## src/rtl/pipe_skid_reg.sv

```systemverilog
// Pipeline stage register: valid/ready handshake with a two-entry skid buffer,
// synchronous flush and control-bit zeroing on bubbles. Optional stall counter under PIPE_SKID_STATS_EN.
module pipe_skid_reg #(
    parameter int unsigned W      = 73,
    parameter int unsigned CTRL_W = 4,
    parameter int unsigned CNT_W  = 16
) (
    input  logic             clk,
    input  logic             rst,
    input  logic             flush,
    input  logic             in_valid,
    output logic             in_ready,
    input  logic [W-1:0]     in_data,
    output logic             out_valid,
    input  logic             out_ready,
    output logic [W-1:0]     out_data
`ifdef PIPE_SKID_STATS_EN
    ,
    output logic [CNT_W-1:0] stall_cnt
`endif
);

    typedef enum logic [1:0] {
        StEmpty,
        StOne,
        StTwo
    } state_e;

    // Low CTRL_W bits set; all zero when CTRL_W == 0.
    localparam logic [W-1:0] CtrlMask = {W{1'b1}} >> (W - CTRL_W);

    state_e         state_q, state_d;
    logic [W-1:0]   m_data_q, m_data_d;
    logic [W-1:0]   s_data_q, s_data_d;
    logic           m_valid;
    logic           s_valid;
    logic           in_fire;
    logic           out_fire;

    assign m_valid   = (state_q != StEmpty);
    assign s_valid   = (state_q == StTwo);

    assign in_ready  = !s_valid;
    assign out_valid = m_valid;
    assign out_data  = m_valid ? m_data_q : (m_data_q & ~CtrlMask);

    assign in_fire   = in_valid & in_ready;
    assign out_fire  = out_valid & out_ready;

    always_comb begin
        state_d  = state_q;
        m_data_d = m_data_q;
        s_data_d = s_data_q;
        unique case (state_q)
            StEmpty: begin
                if (in_fire) begin
                    m_data_d = in_data;
                    state_d  = StOne;
                end
            end
            StOne: begin
                if (in_fire && out_fire) begin
                    m_data_d = in_data;
                end else if (out_fire) begin
                    state_d = StEmpty;
                end else if (in_fire) begin
                    s_data_d = in_data;
                    state_d  = StTwo;
                end
            end
            StTwo: begin
                if (out_fire) begin
                    m_data_d = s_data_q;
                    state_d  = StOne;
                end
            end
            default: state_d = StEmpty;
        endcase
        // Flush drops everything, including a same-cycle accept: no data load either.
        if (flush) begin
            state_d  = StEmpty;
            m_data_d = m_data_q;
            s_data_d = s_data_q;
        end
    end

    always_ff @(posedge clk or posedge rst) begin
        if (rst) begin
            state_q  <= StEmpty;
            m_data_q <= '0;
            s_data_q <= '0;
        end else begin
            state_q  <= state_d;
            m_data_q <= m_data_d;
            s_data_q <= s_data_d;
        end
    end

`ifdef PIPE_SKID_STATS_EN
    logic [CNT_W-1:0] stall_cnt_q, stall_cnt_d;

    always_comb begin
        stall_cnt_d = stall_cnt_q;
        if (out_valid && !out_ready && (stall_cnt_q != {CNT_W{1'b1}})) begin
            stall_cnt_d = stall_cnt_q + 1'b1;
        end
    end

    always_ff @(posedge clk or posedge rst) begin
        if (rst) begin
            stall_cnt_q <= '0;
        end else begin
            stall_cnt_q <= stall_cnt_d;
        end
    end

    assign stall_cnt = stall_cnt_q;
`else
    logic [CNT_W-1:0] unused_stall_cnt;
    assign unused_stall_cnt = '0;
`endif

endmodule

```

## config.mk

```make
export PLATFORM = sky130hd
export DESIGN_NAME = pipe_skid_reg
export DESIGN_NICKNAME = d
export VERILOG_FILES = /design/src/rtl/pipe_skid_reg.sv
export SDC_FILE = /design/constraint.sdc
export NUM_CORES = 1
export LEC_CHECK = 0
export ABC_CLOCK_PERIOD_IN_PS = 7400
export CORE_MARGIN = 2
export CORE_UTILIZATION = 55
export DETAILED_ROUTE_END_ITERATION = 16
export PLACE_DENSITY = 0.86
export SLEW_MARGIN = 25
export SYNTH_ARGS = -nofsm -noshare
export SYNTH_HDL_FRONTEND = slang
export SYNTH_SLANG_ARGS = --single-unit
```

## constraint.sdc

```tcl
create_clock -name clk -period 7.4 [get_ports clk]
set_clock_uncertainty 0.1 [all_clocks]
set_input_delay 1.11 -clock clk [delete_from_list [all_inputs] [get_ports clk]]
set_output_delay 1.11 -clock clk [all_outputs]
set_load 0.02 [all_outputs]
```

==> results.py, run 1 <==
metrics = {
    "clock_tree": {
        "cts_setup_buffers": 0,
        "cts_sinks": 148,
        "cts_tree": "yes",
        "clk_latency_ns": 0.41,
        "cts_hold_buffers": 0,
        "clk_path_buf_depth": 2,
        "cts_buffers": 17,
        "post_cts_resized": 0,
        "htree_levels": 4,
        "path_clk_slew_ns": 0.06,
        "cts-root-buf": "clkbuf_16",
    },
    "floorplanning": {
        "fp.dieH_um": 116.7,
        "ios": 153,
        "fp-row-count": 41,
        "start_util_pct": 55.82,
        "die_w_um": 116.7,
        "core_area_um2": 12520,
        "die_area_um2": 13620,
    },
    "timing": {
        "maxSlewViolCount": 0,
        "slew-limit-headroom_pct": 48.06,
        "final.period_utilization_pct": 48.74,
        "fin_hold_ws_ns": 0.3912,
        "rsz0062_at_grt": "false",
        "fin_crit_ns": 3.607,
        "worst_slack_ns": 3.793,
        "hold_violations": 0,
        "worst_slew_pin_slew_ns": 0.7779,
        "setup_viol": 0,
        "max_freq_mhz": 277.3,
        "tns_ns": 0,
    },
    "layout": {
        "layout_commonest_cell": "mux2_2",
        "drive_gt1_share_pct": 45.25,
        "fin_nets": 644,
        "layout_common_cells": "mux2_2 (217), clkdlybuf4s50_1 (152), dfrtp_1 (148)",
        "diodes": 0,
        "syn_to_final_growth_pct": 26.38,
        "post-route-cell-area_um2": 8830,
        "final_core_util_pct": 70.54,
    },
    "critical_path": {
        "crit_path_top_delay_cell": "clkdlybuf4s50_1",
        "worstSetupStartpointType": "flip-flop",
        "path_delay_family": "buffers and inverters",
        "cp.buffers_inverters": 2,
        "required_ns": 6.19,
        "end_kind": "output port",
        "arrival_ns": 2.40,
        "critPathKind": "flip-flop to output port",
        "critical-path-max-stage-delay_ns": 0.74,
        "crit_path_max_fanout": 33,
        "crit_chain": "nor2b_4 -> inv_2 -> clkdlybuf4s50_1",
    },
    "logic_synthesis": {
        "avgSynthCellArea_um2": 14.53,
        "synth_fp_nets": 559,
        "synth.area.top_cells": "dfrtp_1 (53%), mux2_2 (35%), buf_4 (7.4%), buf_6 (1.1%), buf_2 (0.86%)",
        "synth_area_um2": 6987,
        "yosysWarnings": 0,
        "syn_inst": 481,
        "synth.top_cell.area_share_pct": 53.01,
        "synth.largest_area_cell": "dfrtp_1",
        "synth_seq_cells": 148,
        "synth_cell_types": 21,
        "synth_seq_area_share_pct": 53.01,
    },
    "flow_run": {
        "drv_cap": 0,
    },
    "global_routing": {
        "grt_pass1_wl_um": 21220,
        "grt_pass1_vias": 4248,
        "grt_max_degree": 77,
        "grt_usage_pct": 20.47,
        "grt_overflow": 0,
        "antenna_found_initial": 0,
    },
    "detailed_routing": {
        "drt_iter0_drc": 185,
        "drc": 0,
        "drtAntennaViolNets": 0,
        "via_per_inst": 5.193,
        "routed_wl_um": 13140,
        "via_count": 3900,
        "wl_per_cell_um": 17.50,
        "first_pass_iters": 4,
    },
    "status": {
        "status": "finished clean",
    },
    "placement": {
        "placed_cell_area_um2": 8134,
        "port_buffers": 152,
        "dpl_worst_slack_ns": 3.912,
        "dp_hpwl_um": 8503,
        "globalplace.congestion": 0.7601,
    },
    "power": {
        "cellPowerDensity_nw_per_um2": 302.4,
        "vdd_drop_max_v": 0.0001731,
        "p_leak_uw": 0.003689,
    },
    "min_path": {
        "hold_class": "flip-flop to flip-flop",
    },
}
worst paths after layout:
path / startpoint / cells past startpoint / to / slack, ns
max: state_q[0] / 3 / in_ready / 3.79
min: m_data_q[39] / 1 / m_data_q[39] / 0.39
max reg2reg: state_q[1] / 4 / m_data_q[47] / 5.09
min reg2reg: m_data_q[39] / 1 / m_data_q[39] / 0.39
max in group asynchronous: rst / 4 / s_data_q[68] / 5.00
min in group asynchronous: rst / 2 / m_data_q[5] / 1.09
Yosys cell counts:
cell      number
nor2b_1        6
or4bb_1        1
o21ba_2        1
buf_4         69
mux2_2       217
mux2i_1        1
nor2_1         3
nand3_1        1
inv_2          1
o31ai_4        1
inv_1          2
buf_6          7
clkbuf_1       3
or3b_2         1
nor3_1         1
buf_2         12
dfrtp_1      148
buf_1          1
a21oi_1        2
nand2_1        1
mux2_1         2
metal layers:
metal | vias to the layer above | track usage, % | part of all wire, %
li1 | 1790 | - | -
met2 | 99 | 34.95 | 50
met5 | - | 0 | 0
met4 | 0 | 7.059 | 1.3
met1 | 1995 | 24.81 | 43
met3 | 16 | 6.124 | 5.7
where the power goes:
group	switching (uW)	total, uW	internal (uW)
registers	101	1110	1010
logic	248	604	356
clock network	332	957	625
stage by stage:
stage	cells	total power (uW)
2_1_floorplan	481	1561
3_3_place_gp	717	1694
3_5_place_dp	718	1728
4_1_cts	750	2696
5_1_grt	751	2793
6_report	751	2670
registers in the layout, indices dropped and copies added (netlist names):
name and cells:
m_data_q 73, state_q 2, s_data_q 73
worst register-to-register path, cell delays in order (launching register included):
cell and delay (ns):
dfrtp_1 0.45, or4bb_1 0.57, o31ai_4 0.08, buf_4 0.53, mux2_2 0.46
kinds of logic after synthesis:
family	share of synthesized area [%]
mux	35.44
flops	53.01
buf+inv	9.778
simple gates	1.182
compound gates	0.5910
area by class of cell:
type	count	area [um2]
sequential	148	3704
fill	883	3687
multi-input combinational	238	2620
timing repair buffer	158	1607
clock buffer	20	466.7
tap	172	215.2
clock inverter	12	201.4
inverter	3	16.27
No activity file was read; power rests on OpenSTA's default activity.
==> run 2: changes to the inputs <==
--- a/config.mk
+++ b/config.mk
@@ -5,11 +5,11 @@
 export SDC_FILE = /design/constraint.sdc
 export NUM_CORES = 1
 export LEC_CHECK = 0
-export ABC_CLOCK_PERIOD_IN_PS = 7400
+export ABC_CLOCK_PERIOD_IN_PS = 3400
 export CORE_MARGIN = 2
-export CORE_UTILIZATION = 55
+export CORE_UTILIZATION = 51
 export DETAILED_ROUTE_END_ITERATION = 16
-export PLACE_DENSITY = 0.86
+export PLACE_DENSITY = 0.8
 export SLEW_MARGIN = 25
 export SYNTH_ARGS = -nofsm -noshare
 export SYNTH_HDL_FRONTEND = slang
==> constraint.sdc (replaced) <==
create_clock -name clk -period 3.4 [get_ports clk]
set_clock_uncertainty 0.1 [all_clocks]
set_input_delay 0.51 -clock clk [delete_from_list [all_inputs] [get_ports clk]]
set_output_delay 0.51 -clock clk [all_outputs]
set_load 0.02 [all_outputs]
==> run 2 against run 1 <==
Register-to-register slack lost 3.9 ns. Via count decreased by 0.21%. Hold slack better by 0.0031 ns. Highest routed layer unchanged. Clock power up 72%. Largest cell class unchanged. Core utilization fell by 5.1 points. Sequential share of layout area up 0.65 points. First-iteration DRC count decreased by 41%. Final cell count rose by 0.53%. Sequential power is 120% higher. Setup slack worse by 3.0 ns. Critical path depth unchanged. Combinational power increased by 120%.
==> results.py, run 2 (synthesis results as in run 1) <==
metrics = {
    "status": {
        "status": "finished clean",
    },
    "critical_path": {
        "critPathKind": "flip-flop to output port",
        "required_ns": 2.79,
        "end_kind": "output port",
        "crit_path_max_fanout": 15,
        "arrival_ns": 2.03,
        "worstSetupStartpointType": "flip-flop",
        "reg2regPathDepth": 4,
    },
    "clock_tree": {
        "cts_tree": "yes",
        "cts-root-buf": "clkbuf_16",
        "cts_buffers": 17,
        "htree_levels": 4,
        "cts_hold_buffers": 0,
        "clk_latency_ns": 0.41,
        "cts_sinks": 148,
        "cts_setup_buffers": 0,
        "post_cts_resized": 0,
        "clk_path_buf_depth": 2,
        "path_clk_slew_ns": 0.06,
    },
    "detailed_routing": {
        "routed_wl_um": 12830,
        "drt_iter0_drc": 110,
        "via_count": 3892,
        "drc": 0,
        "wl_per_cell_um": 16.99,
        "via_per_inst": 5.155,
        "drtAntennaViolNets": 0,
        "first_pass_iters": 4,
    },
    "floorplanning": {
        "fp-row-count": 42,
        "core_area_um2": 13300,
        "die_area_um2": 14650,
        "die_w_um": 121.0,
        "fp.dieH_um": 121.0,
        "start_util_pct": 52.55,
        "ios": 153,
    },
    "timing": {
        "tns_ns": 0,
        "max_freq_mhz": 379.4,
        "rsz0062_at_grt": "false",
        "worst_slew_pin_slew_ns": 0.6141,
        "fin_crit_ns": 2.635,
        "final.period_utilization_pct": 77.51,
        "maxSlewViolCount": 0,
        "slew-limit-headroom_pct": 59.06,
        "hold_violations": 0,
        "setup_viol": 0,
    },
    "layout": {
        "fin_nets": 646,
        "drive_gt1_share_pct": 44.73,
        "layout_commonest_cell": "mux2_2",
        "final_core_util_pct": 65.41,
        "syn_to_final_growth_pct": 24.46,
        "reg.largest.list": "m_data_q: 73 flops, s_data_q: 73 flops, state_q: 2 flops",
        "layout_common_cells": "mux2_2 (217), clkdlybuf4s50_1 (152), dfrtp_1 (148)",
        "fillers": 967,
        "diodes": 0,
    },
    "min_path": {
        "hold_class": "flip-flop to flip-flop",
        "hold_depth": 1,
    },
    "placement": {
        "port_buffers": 152,
        "dp_hpwl_um": 8595,
        "globalplace.congestion": 0.7356,
    },
    "global_routing": {
        "grt_max_degree": 94,
        "antenna_found_initial": 0,
        "grt_overflow": 0,
        "grt_usage_pct": 18.46,
        "grt_pass1_vias": 4136,
        "grt_pass1_wl_um": 20690,
    },
    "flow_run": {
        "drv_cap": 0,
    },
    "power": {
        "cellPowerDensity_nw_per_um2": 618.6,
        "vdd_drop_max_v": 0.0004026,
        "p_leak_uw": 0.003642,
    },
}
==> run 2: cell types whose count changed in the layout (fill, tap and decap cells not counted), sizes merged <==
cell,before,now
inv,3,2
clkinvlp,5,1
clkbuf,20,25
buf,6,8
clkinv,2,5
bufinv,5,0
==> run 2: per-layer routing <==
| metal | GRT usage (%) | vias to the layer above | wire (um) |
|---|---|---|---|
| li1 | - | 1792 | - |
| met1 | 22.80 | 1980 | 5509 |
| met2 | 30.58 | 105 | 6395 |
| met3 | 6.250 | 15 | 778 |
| met4 | 5.814 | 0 | 143 |
| met5 | 0 | - | 0 |
==> run 2: final timing paths <==
kind,start,to,slack [ns]
min in group asynchronous,rst,m_data_q[44],0.41
max in group asynchronous,rst,m_data_q[0],1.96
worst min register to register,m_data_q[72],m_data_q[72],0.39
worst max register to register,state_q[0],m_data_q[39],1.23
worst max-delay path,state_q[0],in_ready,0.76
worst min-delay path,m_data_q[72],m_data_q[72],0.39
==> run 2: where the power goes <==
| group | switching [uW] | leakage (uW) | internal [uW] |
|---|---|---|---|
| combinational | 536 | 0.00159 | 775 |
| clock | 641 | 0.000269 | 1010 |
| sequential | 220 | 0.00178 | 2190 |
| total | 1400 | 0.00364 | 3980 |
==> run 2: critical path, cell delays in order, from the launching register on <==
cell and delay [ns]:
dfrtp_1 0.57, nor2b_4 0.09, inv_2 0.28, clkdlybuf4s50_1 0.67
==> run 2: final cells by class <==
class / instances / area [um2] / share of cell area [%]
clock inverters: 5 / 25.02 / 0.2878
inverters: 3 / 15.01 / 0.1727
repair buffers: 160 / 1607 / 18.47
well taps: 176 / 220.2 / 2.532
multi-input cells: 238 / 2620 / 30.13
flip-flops and latches: 148 / 3704 / 42.59
clock buffers: 25 / 505.5 / 5.813
==> run 2: per-stage QoR <==
| step | instances | instance area, um2 | hold slack (ns) | total power (uW) | setup slack [ns] |
|---|---|---|---|---|---|
| finish | 755 | 8696 | 0.3943 | 5379 | 0.7645 |
| global route | 755 | 8696 | 0.4077 | 5637 | 0.6771 |
| CTS | 755 | 8696 | 0.4007 | 5443 | 0.7325 |
| detailed placement | 725 | 8165 | 0.3872 | 3766 | 0.6659 |
| global placement | 725 | 8165 | 0.3705 | 3699 | 0.7151 |
| floorplan | 481 | 6990 | 0.3594 | 3399 | 0.9290 |
